### src/rtl/rx_frame_writer_if.sv
`default_nettype none
// ============================================================================
// Module   : rx_frame_writer_if
// Purpose  : Bundles the signals between the MAC RX byte stream, the frame
//            writer and the FIFO write port.
//   master : drives the RX byte stream and the synchronised read pointer,
//            observes the FIFO write-port and status outputs.
//   slave  : the frame writer side.
//   Stream  : rx_data, rx_valid, rx_last, rx_error
//   Pointer : rd_address (already in the data_in_clock domain)
//   FIFO    : fifo_data, fifo_enable, fifo_reset, fifo_reset_address
//   Status  : commit_address, frame_committed, frame_length, frames_dropped
// Revision : 1.0 - initial release
// ============================================================================
interface rx_frame_writer_if #(
  parameter int DATA_WIDTH = 8,
  parameter int FIFO_DEPTH = 12
);
  logic [DATA_WIDTH-1:0] rx_data;
  logic                  rx_valid;
  logic                  rx_last;
  logic                  rx_error;
  logic [FIFO_DEPTH-1:0] rd_address;

  logic [DATA_WIDTH-1:0] fifo_data;
  logic                  fifo_enable;
  logic                  fifo_reset;
  logic [FIFO_DEPTH-1:0] fifo_reset_address;
  logic [FIFO_DEPTH-1:0] commit_address;
  logic                  frame_committed;
  logic [15:0]           frame_length;
  logic [15:0]           frames_dropped;

  modport master (
    output rx_data, rx_valid, rx_last, rx_error, rd_address,
    input  fifo_data, fifo_enable, fifo_reset, fifo_reset_address,
    input  commit_address, frame_committed, frame_length, frames_dropped
  );

  modport slave (
    input  rx_data, rx_valid, rx_last, rx_error, rd_address,
    output fifo_data, fifo_enable, fifo_reset, fifo_reset_address,
    output commit_address, frame_committed, frame_length, frames_dropped
  );
endinterface
`default_nettype wire

### src/rtl/rx_frame_writer.sv
`default_nettype none
// ============================================================================
// Module   : rx_frame_writer
// Purpose  : Streams received frame bytes into the write port of the
//            dual-clock frame FIFO. Good frames are committed by advancing
//            commit_address. Bad, runt, oversize or overflowing frames are
//            discarded by rewinding the FIFO write pointer to the last commit.
// Ports    :
//   data_in_clock : write-domain clock
//   reset         : asynchronous, active-high reset
//   bus (slave)   : RX stream in, rd_address in; FIFO write port and
//                   commit/length/drop status out (all outputs registered)
// Revision : 1.0 - initial release
// ============================================================================
module rx_frame_writer #(
  parameter int DATA_WIDTH    = 8,
  parameter int FIFO_DEPTH    = 12,
  parameter int MIN_FRAME_LEN = 64,
  parameter int MAX_FRAME_LEN = 1518
) (
  input  wire logic        data_in_clock,
  input  wire logic        reset,
  rx_frame_writer_if.slave bus
);

  localparam logic [FIFO_DEPTH-1:0] c_addr_one = FIFO_DEPTH'(1);
  localparam logic [15:0]           c_min_len  = 16'(MIN_FRAME_LEN);
  localparam logic [15:0]           c_max_len  = 16'(MAX_FRAME_LEN);
  localparam logic [15:0]           c_len_sat  = 16'hFFFF;

  typedef enum logic [1:0] {
    ST_IDLE = 2'd0,
    ST_RECV = 2'd1,
    ST_DROP = 2'd2
  } state_t;

  state_t                r_state;
  logic [FIFO_DEPTH-1:0] r_wr_ptr;
  logic [15:0]           r_len;
  logic                  r_bad;

  logic [DATA_WIDTH-1:0] r_fifo_data;
  logic                  r_fifo_enable;
  logic                  r_fifo_reset;
  logic [FIFO_DEPTH-1:0] r_fifo_reset_address;
  logic [FIFO_DEPTH-1:0] r_commit_address;
  logic                  r_frame_committed;
  logic [15:0]           r_frame_length;
  logic [15:0]           r_frames_dropped;

  logic [FIFO_DEPTH-1:0] w_wr_next;
  logic                  w_full;
  logic [15:0]           w_len_cur;
  logic                  w_bad_cur;
  logic                  w_can_write;
  logic                  w_good_end;

  // One slot is always kept empty so that full and empty stay distinguishable
  // for the read side.
  assign w_wr_next = r_wr_ptr + c_addr_one;
  assign w_full    = (w_wr_next == bus.rd_address);

  // Length and error status including the byte sampled this cycle. A byte
  // arriving in IDLE starts a fresh frame, so old state is ignored there.
  assign w_len_cur = (r_state == ST_IDLE) ? 16'd1
                   : ((r_len == c_len_sat) ? r_len : r_len + 16'd1);
  assign w_bad_cur = ((r_state == ST_IDLE) ? 1'b0 : r_bad) | bus.rx_error;

  assign w_can_write = !w_full && (w_len_cur <= c_max_len);

  // A frame commits only if its last byte actually lands in the FIFO.
  assign w_good_end = !w_bad_cur && w_can_write &&
                      (w_len_cur >= c_min_len) && (w_len_cur <= c_max_len);

  always_ff @(posedge data_in_clock or posedge reset) begin
    if (reset) begin
      r_state              <= ST_IDLE;
      r_wr_ptr             <= '0;
      r_len                <= '0;
      r_bad                <= 1'b0;
      r_fifo_data          <= '0;
      r_fifo_enable        <= 1'b0;
      r_fifo_reset         <= 1'b0;
      r_fifo_reset_address <= '0;
      r_commit_address     <= '0;
      r_frame_committed    <= 1'b0;
      r_frame_length       <= '0;
      r_frames_dropped     <= '0;
    end else begin
      // Pulse outputs default low; a write and a rewind are mutually
      // exclusive paths below, so enable and reset never overlap.
      r_fifo_enable     <= 1'b0;
      r_fifo_reset      <= 1'b0;
      r_frame_committed <= 1'b0;

      case (r_state)
        ST_IDLE, ST_RECV: begin
          if (bus.rx_valid) begin
            r_len <= w_len_cur;
            r_bad <= w_bad_cur;
            if (bus.rx_last) begin
              r_state <= ST_IDLE;
              if (w_good_end) begin
                r_fifo_enable     <= 1'b1;
                r_fifo_data       <= bus.rx_data;
                r_wr_ptr          <= w_wr_next;
                r_commit_address  <= w_wr_next;
                r_frame_length    <= w_len_cur;
                r_frame_committed <= 1'b1;
              end else begin
                r_fifo_reset         <= 1'b1;
                r_fifo_reset_address <= r_commit_address;
                r_wr_ptr             <= r_commit_address;
                if (r_frames_dropped != c_len_sat)
                  r_frames_dropped <= r_frames_dropped + 16'd1;
              end
            end else if (w_can_write) begin
              r_fifo_enable <= 1'b1;
              r_fifo_data   <= bus.rx_data;
              r_wr_ptr      <= w_wr_next;
              r_state       <= ST_RECV;
            end else begin
              // FIFO full or frame too long: stop writing and wait for the
              // end of the frame to rewind.
              r_bad   <= 1'b1;
              r_state <= ST_DROP;
            end
          end
        end

        ST_DROP: begin
          if (bus.rx_valid && bus.rx_last) begin
            r_state              <= ST_IDLE;
            r_fifo_reset         <= 1'b1;
            r_fifo_reset_address <= r_commit_address;
            r_wr_ptr             <= r_commit_address;
            if (r_frames_dropped != c_len_sat)
              r_frames_dropped <= r_frames_dropped + 16'd1;
          end
        end

        default: begin
          r_state <= ST_IDLE;
        end
      endcase
    end
  end

  assign bus.fifo_data          = r_fifo_data;
  assign bus.fifo_enable        = r_fifo_enable;
  assign bus.fifo_reset         = r_fifo_reset;
  assign bus.fifo_reset_address = r_fifo_reset_address;
  assign bus.commit_address     = r_commit_address;
  assign bus.frame_committed    = r_frame_committed;
  assign bus.frame_length       = r_frame_length;
  assign bus.frames_dropped     = r_frames_dropped;

endmodule
`default_nettype wire

### src/flat_wrapper.sv
// flat-port wrapper written by rule: the top's interface ports become plain ports
module rx_frame_writer_flat 
#(
  parameter int DATA_WIDTH    = 8,
  parameter int FIFO_DEPTH    = 12,
  parameter int MIN_FRAME_LEN = 64,
  parameter int MAX_FRAME_LEN = 1518
)
  (data_in_clock, reset, bus_rx_data, bus_rx_valid, bus_rx_last, bus_rx_error, bus_rd_address, bus_fifo_data, bus_fifo_enable, bus_fifo_reset, bus_fifo_reset_address, bus_commit_address, bus_frame_committed, bus_frame_length, bus_frames_dropped);
  rx_frame_writer_if #(.DATA_WIDTH(DATA_WIDTH), .FIFO_DEPTH(FIFO_DEPTH)) bus_i ();
  input  wire logic data_in_clock;
  input  wire logic reset;
  input wire logic [$bits(bus_i.rx_data)-1:0] bus_rx_data;
  input wire logic [$bits(bus_i.rx_valid)-1:0] bus_rx_valid;
  input wire logic [$bits(bus_i.rx_last)-1:0] bus_rx_last;
  input wire logic [$bits(bus_i.rx_error)-1:0] bus_rx_error;
  input wire logic [$bits(bus_i.rd_address)-1:0] bus_rd_address;
  output wire logic [$bits(bus_i.fifo_data)-1:0] bus_fifo_data;
  output wire logic [$bits(bus_i.fifo_enable)-1:0] bus_fifo_enable;
  output wire logic [$bits(bus_i.fifo_reset)-1:0] bus_fifo_reset;
  output wire logic [$bits(bus_i.fifo_reset_address)-1:0] bus_fifo_reset_address;
  output wire logic [$bits(bus_i.commit_address)-1:0] bus_commit_address;
  output wire logic [$bits(bus_i.frame_committed)-1:0] bus_frame_committed;
  output wire logic [$bits(bus_i.frame_length)-1:0] bus_frame_length;
  output wire logic [$bits(bus_i.frames_dropped)-1:0] bus_frames_dropped;
  assign bus_i.rx_data = bus_rx_data;
  assign bus_i.rx_valid = bus_rx_valid;
  assign bus_i.rx_last = bus_rx_last;
  assign bus_i.rx_error = bus_rx_error;
  assign bus_i.rd_address = bus_rd_address;
  assign bus_fifo_data = bus_i.fifo_data;
  assign bus_fifo_enable = bus_i.fifo_enable;
  assign bus_fifo_reset = bus_i.fifo_reset;
  assign bus_fifo_reset_address = bus_i.fifo_reset_address;
  assign bus_commit_address = bus_i.commit_address;
  assign bus_frame_committed = bus_i.frame_committed;
  assign bus_frame_length = bus_i.frame_length;
  assign bus_frames_dropped = bus_i.frames_dropped;
  rx_frame_writer #(.DATA_WIDTH(DATA_WIDTH), .FIFO_DEPTH(FIFO_DEPTH), .MIN_FRAME_LEN(MIN_FRAME_LEN), .MAX_FRAME_LEN(MAX_FRAME_LEN)) u_core (.data_in_clock(data_in_clock), .reset(reset), .bus(bus_i));
endmodule
### config.mk
export PLATFORM = sky130hd
export DESIGN_NAME = rx_frame_writer_flat
export DESIGN_NICKNAME = d
export VERILOG_FILES = /design/src/rtl/rx_frame_writer_if.sv /design/src/rtl/rx_frame_writer.sv /design/src/flat_wrapper.sv
export SDC_FILE = /design/constraint.sdc
export NUM_CORES = 1
export LEC_CHECK = 0
export ABC_AREA = 1
export CAP_MARGIN = 15
export CORE_MARGIN = 2
export CORE_UTILIZATION = 58
export CTS_CLUSTER_DIAMETER = 50
export DETAILED_ROUTE_END_ITERATION = 16
export MAX_ROUTING_LAYER = met4
export PLACE_DENSITY = 0.84
export SETUP_SLACK_MARGIN = 0.4
export SYNTH_ARGS = -nofsm -noshare
export SYNTH_HDL_FRONTEND = slang
export SYNTH_SLANG_ARGS = --single-unit
### constraint.sdc
create_clock -name data_in_clock -period 10 [get_ports data_in_clock]
set_input_delay 2.5 -clock data_in_clock [delete_from_list [all_inputs] [get_ports data_in_clock]]
set_output_delay 2.5 -clock data_in_clock [all_outputs]
set_load 0.02 [all_outputs]
==> results_tabular.tex, run 1 <==
\begin{tabular}{lr}
\hline
Metric & Value \\
\hline
\multicolumn{2}{l}{\textbf{Routing}} \\
\quad Routed WL per cell & approximately 14 µm \\
\quad Post-detailed-route via-to-cell ratio & 5.51 \\
\quad DR iter-0 viols & slightly above 400 \\
\quad Vias after detailed routing & 4985 \\
\quad Number of iterations in the first detailed-routing pass & 5 \\
\quad DRC violations left & 0 \\
\quad Final Routed Wirelength & 12900 µm \\
\quad Number of nets with antenna violations after routing & 0 \\
\multicolumn{2}{l}{\textbf{GRT}} \\
\quad Pin count of the biggest net entering global routing & between 80 and 90 \\
\quad Wire length of the first global-routing pass & around 22000 µm \\
\quad All-layer global routing usage & 0.276 \\
\quad Antenna violations before repair & 0 \\
\quad Overflow left after global routing & 0 \\
\quad Number of global-route vias before repair & approximately 4700 \\
\multicolumn{2}{l}{\textbf{Floorplanning}} \\
\quad Die X-Extent & 101 µm \\
\quad Number of ports placed on the die boundary & between 90 and 100 \\
\quad Std-Cell Core Area & between 9000 and 10000 µm² \\
\quad FP Rows & 35 \\
\quad Vertical die dimension & 101 µm \\
\quad Area enclosed by the die boundary & about 10000 µm² \\
\quad Initial Utilization & 0.595 \\
\multicolumn{2}{l}{\textbf{Clocking}} \\
\quad Post CTS Setup Buffer Count & 0 \\
\quad Clock Path Buffers & 2 \\
\quad Later-pin clock latency in the skew report & between 0.3 and 0.4 ns \\
\quad Number of sinks on the clock net & 98 \\
\quad Hold-fix buffers, CTS & 0 \\
\quad Htree depth & 3 \\
\quad Clock tree root buffer cell & clkbuf\_8 \\
\quad TritonCTS clock tree & done \\
\quad Post-cts gate resize count & 0 \\
\quad Number of buffers added by the clock tree synthesis step & 9 \\
\quad Clk pin slew, worst setup/hold paths & $\sim$0.10 ns \\
\multicolumn{2}{l}{\textbf{Setup path}} \\
\quad Setup CP Type & in -> reg \\
\quad Count of cells along the worst register-to-register path & 16 \\
\quad Crit-path cells & clkdlybuf4s50\_1 -> nand2\_1 -> nand3\_1 -> nand2\_1 -> nor2\_2 -> nand2\_4 -> nand2\_1 -> o21ai\_2 \\
\quad Worst endpoint data arrival time & between 5 and 6 ns \\
\quad Endpoint required time on the critical path & about 10 ns \\
\quad Critical Path Sink Type & register \\
\quad Worst setup startpoint & bus\_rx\_valid \\
\quad Slack of the worst reg-to-reg path & 6.59 ns \\
\quad Capture point of the worst path & u\_core.bus.fifo\_reset\_address[7]\$\_DFFE\_PP0P\_ \\
\quad Reg2reg end & u\_core.bus.commit\_address[11]\$\_DFFE\_PP0P\_ \\
\quad Maximum fanout encountered on the critical timing path & 30 \\
\quad Most frequent cell on the critical path & nand2\_1 \\
\quad Cell at the slowest stage of the critical path & nor2\_2 \\
\quad Worst reg2reg startpoint & u\_core.r\_len[0]\$\_DFFE\_PP0P\_ \\
\quad Type of origin of the critical path & input pin \\
\quad Max stage delay on crit path & 0.66 ns \\
\multicolumn{2}{l}{\textbf{Placed design}} \\
\quad Gpl congestion & slightly above 0.9 \\
\quad Placed Instances & just under 900 \\
\quad Placed inst area & 6370 µm² \\
\quad Half-perimeter wire length of the detailed placement result & between 9000 and 10000 µm \\
\quad Number of port buffers & slightly above 90 \\
\multicolumn{2}{l}{\textbf{Finish}} \\
\quad Count of placed standard cells in the final layout, fillers left out & approximately 900 \\
\quad Number of antenna diodes & 0 \\
\quad Fill cells & roughly 690 \\
\quad Final design utilization & 0.716 \\
\quad Total Nets Final & slightly above 800 \\
\quad Design area & 6550 µm² \\
\quad Post-synthesis to final-layout area growth & 20.4\% \\
\quad Ratio of cells with drive above 1 in the final layout & 0.0832 \\
\multicolumn{2}{l}{\textbf{STA}} \\
\quad Setup TNS & 0 ns \\
\quad Period minus WS final & 4.88 ns \\
\quad Max-slew violation total from the final report & 0 \\
\quad Worst clock skew & roughly 0.020 ns \\
\quad Worst max-slew margin expressed relative to the limit & 0.328 \\
\quad Period Utilization, post-route & 0.488 \\
\quad Final hold violations & 0 \\
\quad Setup violations, final & 0 \\
\quad Unrepaired setup endpoints after global routing & no \\
\quad Actual slew at the worst max-slew pin & a little over 1 ns \\
\quad Top achievable clock speed & roughly 200 MHz \\
\multicolumn{2}{l}{\textbf{Synthesis}} \\
\quad Cell types with the highest counts after synthesis & nand2\_1, dfrtp\_1, inv\_1, nand3\_1, nor2\_1 \\
\quad Sequential area share after synthesis & 0.450 \\
\quad Yosys top cell by area & dfrtp\_1 \\
\quad Post-synthesis instance area & 5440 µm² \\
\quad Fraction of registers with async set or reset after synthesis & 1.00 \\
\quad Proportion of netlist area held by the largest area contributor & 0.450 \\
\quad Synth area leaders & dfrtp\_1, nand2\_1, nand3\_1 \\
\quad Cell count after synthesis & approximately 710 \\
\quad Total of warnings raised by yosys & 0 \\
\quad Syn nets & 734 \\
\quad Count of flip-flops with a built-in enable after synthesis & 0 \\
\quad Flip-flop and latch count after synthesis & 98 \\
\quad Avg Synthesized Cell Area & around 7.7 µm² \\
\quad Most used flip-flop cell after synthesis & dfrtp\_1 \\
\quad Cell variety after synth & 42 \\
\quad Cell with the most instances after synthesis & nand2\_1 \\
\multicolumn{2}{l}{\textbf{Power and ir drop}} \\
\quad Overall Power & 930 µW \\
\quad Leak pwr & slightly above 0.003 µW \\
\quad Worst VDD drop & about 83 µV \\
\quad P per Cell Area & approximately 140 nW/µm² \\
\multicolumn{2}{l}{\textbf{Run status}} \\
\quad Run status & completed \\
\multicolumn{2}{l}{\textbf{Worst hold path}} \\
\quad Hold Path Class & reg -> reg \\
\multicolumn{2}{l}{\textbf{Run}} \\
\quad Reported max-cap violation count & 0 \\
\hline
\end{tabular}
-- worst min path at each step --
stage                                             start                             endpoint  slack [ns]  depth (start not counted)
floorplan               u_core.r_wr_ptr[11]$_DFFE_PP0P_      u_core.r_wr_ptr[11]$_DFFE_PP0P_        0.47                          2
global placement    u_core.bus.fifo_data[5]$_DFFE_PP0P_  u_core.bus.fifo_data[5]$_DFFE_PP0P_        0.46                          2
detailed placement  u_core.bus.fifo_data[6]$_DFFE_PP0P_  u_core.bus.fifo_data[6]$_DFFE_PP0P_        0.47                          2
CTS                 u_core.bus.fifo_data[6]$_DFFE_PP0P_  u_core.bus.fifo_data[6]$_DFFE_PP0P_        0.50                          2
global route        u_core.bus.fifo_data[6]$_DFFE_PP0P_  u_core.bus.fifo_data[6]$_DFFE_PP0P_        0.52                          2
finish              u_core.bus.fifo_data[3]$_DFFE_PP0P_  u_core.bus.fifo_data[3]$_DFFE_PP0P_        0.50                          2
-- logic make-up after synthesis --
logic type	count (synthesis)	synth area share
fa+ha+maj	3	0.00690
xor+xnor	27	0.0448
flops	98	0.450
compound gates	64	0.0701
simple gates	424	0.355
buf+inv	90	0.0729
-- worst max-delay path, delay by kind of cell --
family	cells	cell delay, ns
compound gates	1	0.06
simple gates	6	2.10
buf+inv	1	0.47
-- through the flow --
step	hold slack (ns)	worst slack, ns
3_3_place_gp	0.462	4.88
6_report	0.495	5.12
3_5_place_dp	0.468	4.76
2_1_floorplan	0.470	4.94
5_1_grt	0.520	4.82
4_1_cts	0.496	5.16
-- where the power goes --
group	total, µW	switching (µW)	internal (µW)
sequential	466	36.4	429
combinational	217	127	90.1
clock	247	151	96.0
-- sequential cells by signal (all words and copies together), names as in the netlist --
register	count
u_core.bus.frame_length	16
u_core.bus.fifo_reset_address	12
u_core.bus.fifo_data	8
u_core.bus.frames_dropped	16
u_core.r_wr_ptr	12
u_core.bus.fifo_reset	1
u_core.bus.commit_address	12
u_core.r_bad	1
u_core.r_len	16
u_core.bus.fifo_enable	1
u_core.bus.frame_committed	1
u_core.r_state	2
-- metal layers --
metal	up-vias	GRT usage	wire length, µm
met2	194	0.433	6200
met4	0	0.0801	187
met3	17	0.0388	818
li1	2432	-	-
met1	2342	0.377	5700
met5	-	-	0
-- area by class of cell --
class                           instances  area [µm²]  area share
Clock buffer                           10         128      0.0195
Clock inverter                          6        55.1     0.00840
Inverter                               69         267      0.0407
Multi-Input combinational cell        518        2590       0.396
Sequential cell                        98        2450       0.374
Tap cell                              111         139      0.0212
Timing Repair Buffer                   92         918       0.140
-- layout by cell type, fill, tap and decap left out, drive strengths merged --
| cell | count |
|---|---|
| clkbuf | 10 |
| nand4 | 27 |
| o21bai | 1 |
| clkdlybuf4s50 | 91 |
| a21oi | 4 |
| and2 | 2 |
| nand3 | 64 |
| clkinvlp | 2 |
| dfrtp | 98 |
| or2 | 5 |
| xor2 | 16 |
| clkinv | 2 |
| o32ai | 1 |
| o211ai | 2 |
| a31oi | 1 |
| nand2 | 254 |
| nor3 | 8 |
| xnor2 | 11 |
| nand3b | 3 |
| inv | 71 |
| buf | 1 |
| o21ai | 55 |
| nor4 | 1 |
| nor2 | 60 |
| ha | 3 |
Note: power is estimated with default switching activity, not from simulation.
==> run 2, diff against run 1 <==
--- a/config.mk
+++ b/config.mk
@@ -8,11 +8,11 @@
 export ABC_AREA = 1
 export CAP_MARGIN = 15
 export CORE_MARGIN = 2
-export CORE_UTILIZATION = 58
+export CORE_UTILIZATION = 54
 export CTS_CLUSTER_DIAMETER = 50
 export DETAILED_ROUTE_END_ITERATION = 16
 export MAX_ROUTING_LAYER = met4
-export PLACE_DENSITY = 0.84
+export PLACE_DENSITY = 0.79
 export SETUP_SLACK_MARGIN = 0.4
 export SYNTH_ARGS = -nofsm -noshare
 export SYNTH_HDL_FRONTEND = slang
==> constraint.sdc (replaced) <==
create_clock -name data_in_clock -period 4.95 [get_ports data_in_clock]
set_input_delay 1.2375 -clock data_in_clock [delete_from_list [all_inputs] [get_ports data_in_clock]]
set_output_delay 1.2375 -clock data_in_clock [all_outputs]
set_load 0.02 [all_outputs]
==> run 2 against run 1 <==
Via count up 1.6%. Critical path type is now reg -> reg. First-iteration DRC count shrank 10%. Largest power group unchanged. Sequential power grew 100%. Sequential share of layout area fell by 0.38 points. Clock skew decreased by 0.0073 ns. Routed wire length is 3.9% higher. Highest routed layer unchanged. Clock-buffer cell count is 1 lower. Worst hold slack worse by 0.0040 ns. Worst setup slack worse by 3.6 ns.
==> results_tabular.tex, run 2 (synthesis results as in run 1) <==
\begin{tabular}{lr}
\hline
Metric & Value \\
\hline
\multicolumn{2}{l}{\textbf{Placed design}} \\
\quad Placed inst area & 6410 µm² (+0.67\%) \\
\quad Minimum setup slack after placement & 1.19 ns (-3.57 ns) \\
\quad Placed Instances & 912 (+2.7\%) \\
\quad Half-perimeter wire length of the detailed placement result & 9850 µm (+3.4\%) \\
\quad Number of port buffers & 91 (unchanged) \\
\quad Gpl congestion & 0.925 (-0.55\%) \\
\multicolumn{2}{l}{\textbf{Clocking}} \\
\quad Post CTS Setup Buffer Count & 0 (unchanged) \\
\quad Hold-fix buffers, CTS & 0 (unchanged) \\
\quad Number of sinks on the clock net & 98 (unchanged) \\
\quad Clk pin slew, worst setup/hold paths & 0.10 ns (about the same) \\
\quad Clock Path Buffers & 2 (unchanged) \\
\quad Number of buffers added by the clock tree synthesis step & 9 (unchanged) \\
\quad TritonCTS clock tree & done \\
\quad Htree depth & 3 (unchanged) \\
\quad Post-cts gate resize count & 0 (unchanged) \\
\quad Later-pin clock latency in the skew report & 0.38 ns (about the same) \\
\quad Clock tree root buffer cell & clkbuf\_8 \\
\multicolumn{2}{l}{\textbf{Routing}} \\
\quad DR iter-0 viols & 362 (-10\%) \\
\quad DRC violations left & 0 (unchanged) \\
\quad Routed WL per cell & 14.5 µm (+1.2\%) \\
\quad Number of nets with antenna violations after routing & 0 (unchanged) \\
\quad Final Routed Wirelength & 13400 µm (+3.9\%) \\
\quad Vias after detailed routing & 5065 (+1.6\%) \\
\quad Post-detailed-route via-to-cell ratio & 5.46 (-1.0\%) \\
\quad Number of iterations in the first detailed-routing pass & 5 (unchanged) \\
\multicolumn{2}{l}{\textbf{Finish}} \\
\quad Count of placed standard cells in the final layout, fillers left out & 928 (+2.7\%) \\
\quad Ratio of cells with drive above 1 in the final layout & 0.0868 (+0.00356) \\
\quad Total Nets Final & 818 (+0.25\%) \\
\quad Commonest cells after routing, fill and taps aside & nand2\_1, dfrtp\_1, clkdlybuf4s50\_1 \\
\quad Number of antenna diodes & 0 (unchanged) \\
\quad Post-synthesis to final-layout area growth & 21.6\% \\
\quad Commonest non-fill, non-tap cell in the layout & nand2\_1 \\
\quad Design area & 6620 µm² (+1.0\%) \\
\quad Final design utilization & 0.677 (-0.0386) \\
\multicolumn{2}{l}{\textbf{GRT}} \\
\quad All-layer global routing usage & 0.263 (-0.0132) \\
\quad Overflow left after global routing & 0 (unchanged) \\
\quad Antenna violations before repair & 0 (unchanged) \\
\quad Wire length of the first global-routing pass & 22700 µm (+4.8\%) \\
\quad Number of global-route vias before repair & 4660 (+0.22\%) \\
\quad Pin count of the biggest net entering global routing & 53 (-35\%) \\
\multicolumn{2}{l}{\textbf{STA}} \\
\quad Setup violations, final & 0 (unchanged) \\
\quad Period minus WS final & approximately 3.4 ns \\
\quad Worst setup margin & 1.54 ns (-3.58 ns) \\
\quad Unrepaired setup endpoints after global routing & no \\
\quad Final hold violations & 0 (unchanged) \\
\quad Worst max-slew margin expressed relative to the limit & 0.416 (+0.0877) \\
\quad Worst clock skew & 0.0130 ns (-0.00727 ns) \\
\quad Setup TNS & 0 ns (unchanged) \\
\quad Period Utilization, post-route & 0.690 \\
\quad Top achievable clock speed & between 200 and 300 MHz \\
\quad Max-slew violation total from the final report & 0 (unchanged) \\
\quad Actual slew at the worst max-slew pin & 0.875 ns (-0.133 ns) \\
\multicolumn{2}{l}{\textbf{Power and ir drop}} \\
\quad Internal portion of total power & 1300 µW (+110\%) \\
\quad Worst VDD drop & 167 µV (+100\%) \\
\quad NetSw & 643 µW (+100\%) \\
\quad Part of the total power dissipated in sequential elements & 0.486 (-0.015) \\
\quad Switching share of power & 0.332 (-0.00672) \\
\quad Logic pwr share & 0.228 (-0.006) \\
\quad P per Cell Area & 293 nW/µm² (+110\%) \\
\quad Leak pwr & 0.00306 µW (+1.0\%) \\
\quad Clock group share of total power & 0.286 (+0.020) \\
\multicolumn{2}{l}{\textbf{Setup path}} \\
\quad Type of origin of the critical path & register \\
\quad Endpoint required time on the critical path & 5.19 ns (-5.06 ns) \\
\quad Maximum fanout encountered on the critical timing path & 40 (+33\%) \\
\quad Critical Path Sink Type & register \\
\quad Setup CP Type & reg -> reg \\
\quad Worst endpoint data arrival time & 3.65 ns (-1.48 ns) \\
\multicolumn{2}{l}{\textbf{Floorplanning}} \\
\quad Vertical die dimension & 104 µm (+3.5\%) \\
\quad Die X-Extent & 104 µm (+3.5\%) \\
\quad Number of ports placed on the die boundary & 92 (unchanged) \\
\quad Initial Utilization & 0.557 (-0.0378) \\
\quad Std-Cell Core Area & 9770 µm² (+6.8\%) \\
\quad FP Rows & 36 (+2.9\%) \\
\quad Area enclosed by the die boundary & 10900 µm² (+7.1\%) \\
\multicolumn{2}{l}{\textbf{Run}} \\
\quad Reported max-cap violation count & 0 (unchanged) \\
\multicolumn{2}{l}{\textbf{Worst hold path}} \\
\quad Hold Path Class & reg -> reg \\
\multicolumn{2}{l}{\textbf{Run status}} \\
\quad Run status & completed \\
\hline
\end{tabular}
-- run 2: cell types whose count changed in the layout (fill, tap and decap cells not counted) --
cell / previous run / this run
buf_4: 1 / 3
bufinv_16: 0 / 1
clkbuf_1: 1 / 0
clkinv_2: 0 / 1
clkinv_4: 0 / 1
clkinvlp_4: 2 / 0
-- run 2: power by group through the flow --
stage                     sequential (µW)  clock [µW]  combinational [µW]
after floorplan                       999           0                 210
after global placement                954           0                 429
after detailed placement              955           0                 439
after CTS                             940         562                 443
after global routing                  953         595                 485
final                                 942         554                 441
-- run 2: critical path, stage by stage, from the launching register on --
cell,delay (ns)
dfrtp_1,0.44
ha_1,0.34
inv_2,0.07
nor2_4,0.19
nand4_4,0.25
nand3_1,0.14
nand2_1,0.13
nor2_1,0.14
nand2_1,0.07
nor2_2,0.14
nand3_1,0.10
nand2_2,0.13
nand3_4,0.09
inv_4,0.10
nand3_2,0.60
nor2_1,0.29
a21oi_1,0.06
-- run 2: per-stage QoR --
| step | power (µW) | hold slack, ns |
|---|---|---|
| after global placement | 1380 | 0.464 |
| after floorplan | 1210 | 0.470 |
| after global routing | 2030 | 0.517 |
| final | 1940 | 0.491 |
| after CTS | 1940 | 0.493 |
| after detailed placement | 1390 | 0.468 |
-- run 2: final timing paths --
path | from | end | slack (ns) | cells past startpoint
setup / recovery | u_core.r_len[0]$_DFFE_PP0P_ | u_core.bus.commit_address[11]$_DFFE_PP0P_ | 1.54 | 16
hold / removal | u_core.bus.fifo_reset_address[11]$_DFFE_PP0P_ | u_core.bus.fifo_reset_address[11]$_DFFE_PP0P_ | 0.49 | 2
setup reg to reg | u_core.r_len[0]$_DFFE_PP0P_ | u_core.bus.commit_address[11]$_DFFE_PP0P_ | 1.54 | 16
hold reg to reg | u_core.bus.fifo_reset_address[11]$_DFFE_PP0P_ | u_core.bus.fifo_reset_address[11]$_DFFE_PP0P_ | 0.49 | 2
max in group asynchronous | reset | u_core.r_len[15]$_DFFE_PP0P_ | 2.85 | 3
min in group asynchronous | reset | u_core.bus.frame_length[13]$_DFFE_PP0P_ | 1.30 | 2
-- run 2: final cells by class --
type,count,area (µm²)
fill,814,3150
timing repair buffer,94,933
clock buffer,9,124
multi-input combinational,518,2590
tap,133,166
inverter,69,267
clock inverter,7,83.8
sequential,98,2450
-- run 2: layer usage --
| layer | track usage | routed length (µm) |
|---|---|---|
| met1 | 0.363 | 5940 |
| met2 | 0.405 | 6360 |
| met4 | 0.0782 | 181 |
| met3 | 0.0388 | 940 |
| met5 | - | 0 |
==> run 3, diff against run 2 <==
--- a/config.mk
+++ b/config.mk
@@ -8,11 +8,11 @@
 export ABC_AREA = 1
 export CAP_MARGIN = 15
 export CORE_MARGIN = 2
-export CORE_UTILIZATION = 54
+export CORE_UTILIZATION = 49
 export CTS_CLUSTER_DIAMETER = 50
 export DETAILED_ROUTE_END_ITERATION = 16
 export MAX_ROUTING_LAYER = met4
-export PLACE_DENSITY = 0.79
+export PLACE_DENSITY = 0.76
 export SETUP_SLACK_MARGIN = 0.4
 export SYNTH_ARGS = -nofsm -noshare
 export SYNTH_HDL_FRONTEND = slang
==> constraint.sdc (replaced) <==
create_clock -name data_in_clock -period 3.1 [get_ports data_in_clock]
set_input_delay 0.775 -clock data_in_clock [delete_from_list [all_inputs] [get_ports data_in_clock]]
set_output_delay 0.775 -clock data_in_clock [all_outputs]
set_load 0.02 [all_outputs]
==> run 3 against run 2 <==
Clock skew is 0.0055 ns higher. Combinational power is 71% higher. Largest cell class unchanged. Largest power group unchanged. Sequential share of layout area is 2.3 points lower. Highest routed layer unchanged.
==> results_tabular.tex, run 3 (synthesis results as in run 1) <==
\begin{tabular}{lr}
\hline
Metric & Value \\
\hline
\multicolumn{2}{l}{\textbf{Run status}} \\
\quad Run status & completed \\
\multicolumn{2}{l}{\textbf{Placed design}} \\
\quad Half-perimeter wire length of the detailed placement result & 9830 µm (-0.17\%) \\
\quad Minimum setup slack after placement & 0.0600 ns (-1.13 ns) \\
\quad Number of port buffers & 91 (unchanged) \\
\quad Gpl congestion & 0.927 (+0.23\%) \\
\multicolumn{2}{l}{\textbf{Finish}} \\
\quad Commonest cells after routing, fill and taps aside & nand2\_1, dfrtp\_1, clkdlybuf4s50\_1 \\
\quad Number of antenna diodes & 0 (unchanged) \\
\quad Commonest non-fill, non-tap cell in the layout & nand2\_1 \\
\quad Post-synthesis to final-layout area growth & 29.9\% \\
\quad Ratio of cells with drive above 1 in the final layout & 0.148 (+0.0616) \\
\quad Total Nets Final & 852 (+4.2\%) \\
\multicolumn{2}{l}{\textbf{Setup path}} \\
\quad Max stage delay on crit path & 0.44 ns (-0.16 ns) \\
\quad Maximum fanout encountered on the critical timing path & 28 (-30\%) \\
\quad Cell at the slowest stage of the critical path & dfrtp\_2 \\
\quad Setup CP Type & reg -> reg \\
\quad Endpoint required time on the critical path & 3.37 ns (-1.82 ns) \\
\quad Type of origin of the critical path & register \\
\quad Critical Path Sink Type & register \\
\quad Crit-path cells & ha\_2 -> nand3\_1 -> nor2\_2 -> nand4\_1 -> or2\_0 -> nand2\_1 -> xor2\_1 -> nor2\_1 -> nand3\_2 -> nand3\_4 -> inv\_6 -> nand3\_4 -> buf\_12 -> nor2\_1 -> a21oi\_1 \\
\quad Worst endpoint data arrival time & 2.91 ns (-0.74 ns) \\
\multicolumn{2}{l}{\textbf{GRT}} \\
\quad Overflow left after global routing & 0 (unchanged) \\
\quad Pin count of the biggest net entering global routing & 67 (+26\%) \\
\quad Number of global-route vias before repair & 4784 (+2.7\%) \\
\quad All-layer global routing usage & 0.248 (-0.0151) \\
\quad Wire length of the first global-routing pass & 22700 µm (about the same) \\
\quad Antenna violations before repair & 0 (unchanged) \\
\multicolumn{2}{l}{\textbf{Routing}} \\
\quad DRC violations left & 0 (unchanged) \\
\quad Number of nets with antenna violations after routing & 0 (unchanged) \\
\quad DR iter-0 viols & 573 (+58\%) \\
\quad Number of iterations in the first detailed-routing pass & 6 (+1) \\
\quad Post-detailed-route via-to-cell ratio & 5.44 (-0.30\%) \\
\quad Final Routed Wirelength & 14700 µm (+9.5\%) \\
\quad Vias after detailed routing & 5273 (+4.1\%) \\
\quad Routed WL per cell & 15.2 µm (+4.9\%) \\
\multicolumn{2}{l}{\textbf{Clocking}} \\
\quad Clk pin slew, worst setup/hold paths & 0.10 ns (about the same) \\
\quad Later-pin clock latency in the skew report & 0.39 ns (about the same) \\
\quad TritonCTS clock tree & done \\
\quad Clock tree root buffer cell & clkbuf\_8 \\
\quad Hold-fix buffers, CTS & 0 (unchanged) \\
\quad Number of sinks on the clock net & 98 (unchanged) \\
\quad Htree depth & 3 (unchanged) \\
\quad Clock Path Buffers & 2 (unchanged) \\
\quad Number of buffers added by the clock tree synthesis step & 9 (unchanged) \\
\multicolumn{2}{l}{\textbf{Power and ir drop}} \\
\quad Clock group share of total power & 0.287 (about the same) \\
\quad Part of the total power dissipated in sequential elements & 0.475 (-0.011) \\
\quad Internal portion of total power & 2140 µW (+65\%) \\
\quad Logic pwr share & 0.238 (+0.010) \\
\quad NetSw & 1040 µW (+61\%) \\
\quad Leak pwr & 0.00322 µW (+5.4\%) \\
\quad P per Cell Area & 449 nW/µm² (+54\%) \\
\quad Worst VDD drop & 387 µV (+130\%) \\
\quad Switching share of power & 0.327 (-0.00498) \\
\multicolumn{2}{l}{\textbf{STA}} \\
\quad Setup TNS & 0 ns (unchanged) \\
\quad Period Utilization, post-route & 0.850 (+0.160) \\
\quad Setup violations, final & 0 (unchanged) \\
\quad Unrepaired setup endpoints after global routing & yes \\
\quad Period minus WS final & 2.64 ns (-0.779 ns) \\
\quad Worst max-slew margin expressed relative to the limit & 0.595 (+0.179) \\
\quad Actual slew at the worst max-slew pin & 0.605 ns (-0.270 ns) \\
\quad Worst clock skew & 0.0185 ns (+0.00547 ns) \\
\quad Max-slew violation total from the final report & 0 (unchanged) \\
\quad Final hold violations & 0 (unchanged) \\
\quad Top achievable clock speed & 379 MHz (+30\%) \\
\quad Worst setup margin & 0.465 ns (-1.07 ns) \\
\multicolumn{2}{l}{\textbf{Floorplanning}} \\
\quad Initial Utilization & 0.502 (-0.0548) \\
\quad Area enclosed by the die boundary & 12000 µm² (+9.8\%) \\
\quad Vertical die dimension & 109 µm (+4.8\%) \\
\quad Std-Cell Core Area & 10800 µm² (+11\%) \\
\quad FP Rows & 38 (+5.6\%) \\
\quad Number of ports placed on the die boundary & 92 (unchanged) \\
\quad Die X-Extent & 109 µm (+4.8\%) \\
\multicolumn{2}{l}{\textbf{Worst hold path}} \\
\quad Hold Path Class & reg -> reg \\
\multicolumn{2}{l}{\textbf{Run}} \\
\quad Reported max-cap violation count & 0 (unchanged) \\
\hline
\end{tabular}
run 3: cell types whose count changed in the layout (fill, tap and decap cells not counted), sizes merged:
cell,previous run,this run
clkbuf,9,11
nand3,64,66
clkinv,4,3
inv,71,68
nand2,254,256
clkinvlp,0,4
buf,3,31
run 3: worst max-delay path: cells and delay by family, from the launching register on:
family          cells  cell delay, ns
simple gates       10            1.30
fa+ha+maj           1            0.25
compound gates      1            0.05
flops               1            0.44
buf+inv             2            0.32
xor+xnor            1            0.15
run 3: power groups by stage:
stage	sequential [µW]	clock, µW	combinational [µW]
after floorplan	1600	0	336
after global placement	1520	0	683
after detailed placement	1530	0	703
after CTS	1500	918	712
after global routing	1520	977	828
final	1510	912	755
run 3: path summary, 6_finish.rpt:
path,slack [ns],depth (start not counted),start,to
min in group asynchronous,0.79,2,reset,u_core.bus.frame_length[15]$_DFFE_PP0P_
worst max register to register,0.46,15,u_core.r_wr_ptr[0]$_DFFE_PP0P_,u_core.bus.commit_address[11]$_DFFE_PP0P_
worst min register to register,0.49,2,u_core.bus.fifo_data[4]$_DFFE_PP0P_,u_core.bus.fifo_data[4]$_DFFE_PP0P_
worst min-delay path,0.49,2,u_core.bus.fifo_data[4]$_DFFE_PP0P_,u_core.bus.fifo_data[4]$_DFFE_PP0P_
max in group asynchronous,1.58,3,reset,u_core.r_wr_ptr[2]$_DFFE_PP0P_
worst max-delay path,0.46,15,u_core.r_wr_ptr[0]$_DFFE_PP0P_,u_core.bus.commit_address[11]$_DFFE_PP0P_
run 3: metrics by stage:
step	power, µW	hold slack [ns]	std cells	instance area [µm²]	util
global route	3330	0.527	969	7070	0.652
floorplan	1930	0.470	706	5450	-
CTS	3130	0.500	948	6760	0.624
finish	3180	0.493	969	7070	0.652
detailed placement	2230	0.473	927	6510	0.600
global placement	2210	0.462	927	6510	0.600
run 3: final cells by class:
type / instances / area [µm²]
multi-input cells: 522 / 2760
clock buffers: 11 / 151
fillers: 915 / 3770
clock inverters: 5 / 65.1
inverters: 69 / 277
repair inverters: 2 / 12.5
flip-flops and latches: 98 / 2460
repair buffers: 122 / 1170
well taps: 140 / 175
run 3: per-layer routing:
metal,GRT usage,vias to the layer above,share of wire
met5,-,-,0
met4,0.0913,0,0.023
met3,0.0373,35,0.079
met2,0.369,243,0.47
met1,0.345,2478,0.43
li1,-,2517,-
run 3: repair_timing:
item	CTS	global route
buffers inserted	5	15
resized for setup	1	37
setup endpoints to repair	52	78
endpoints found under the hold margin	0	0
cloned	0	6
pin swaps	1	5
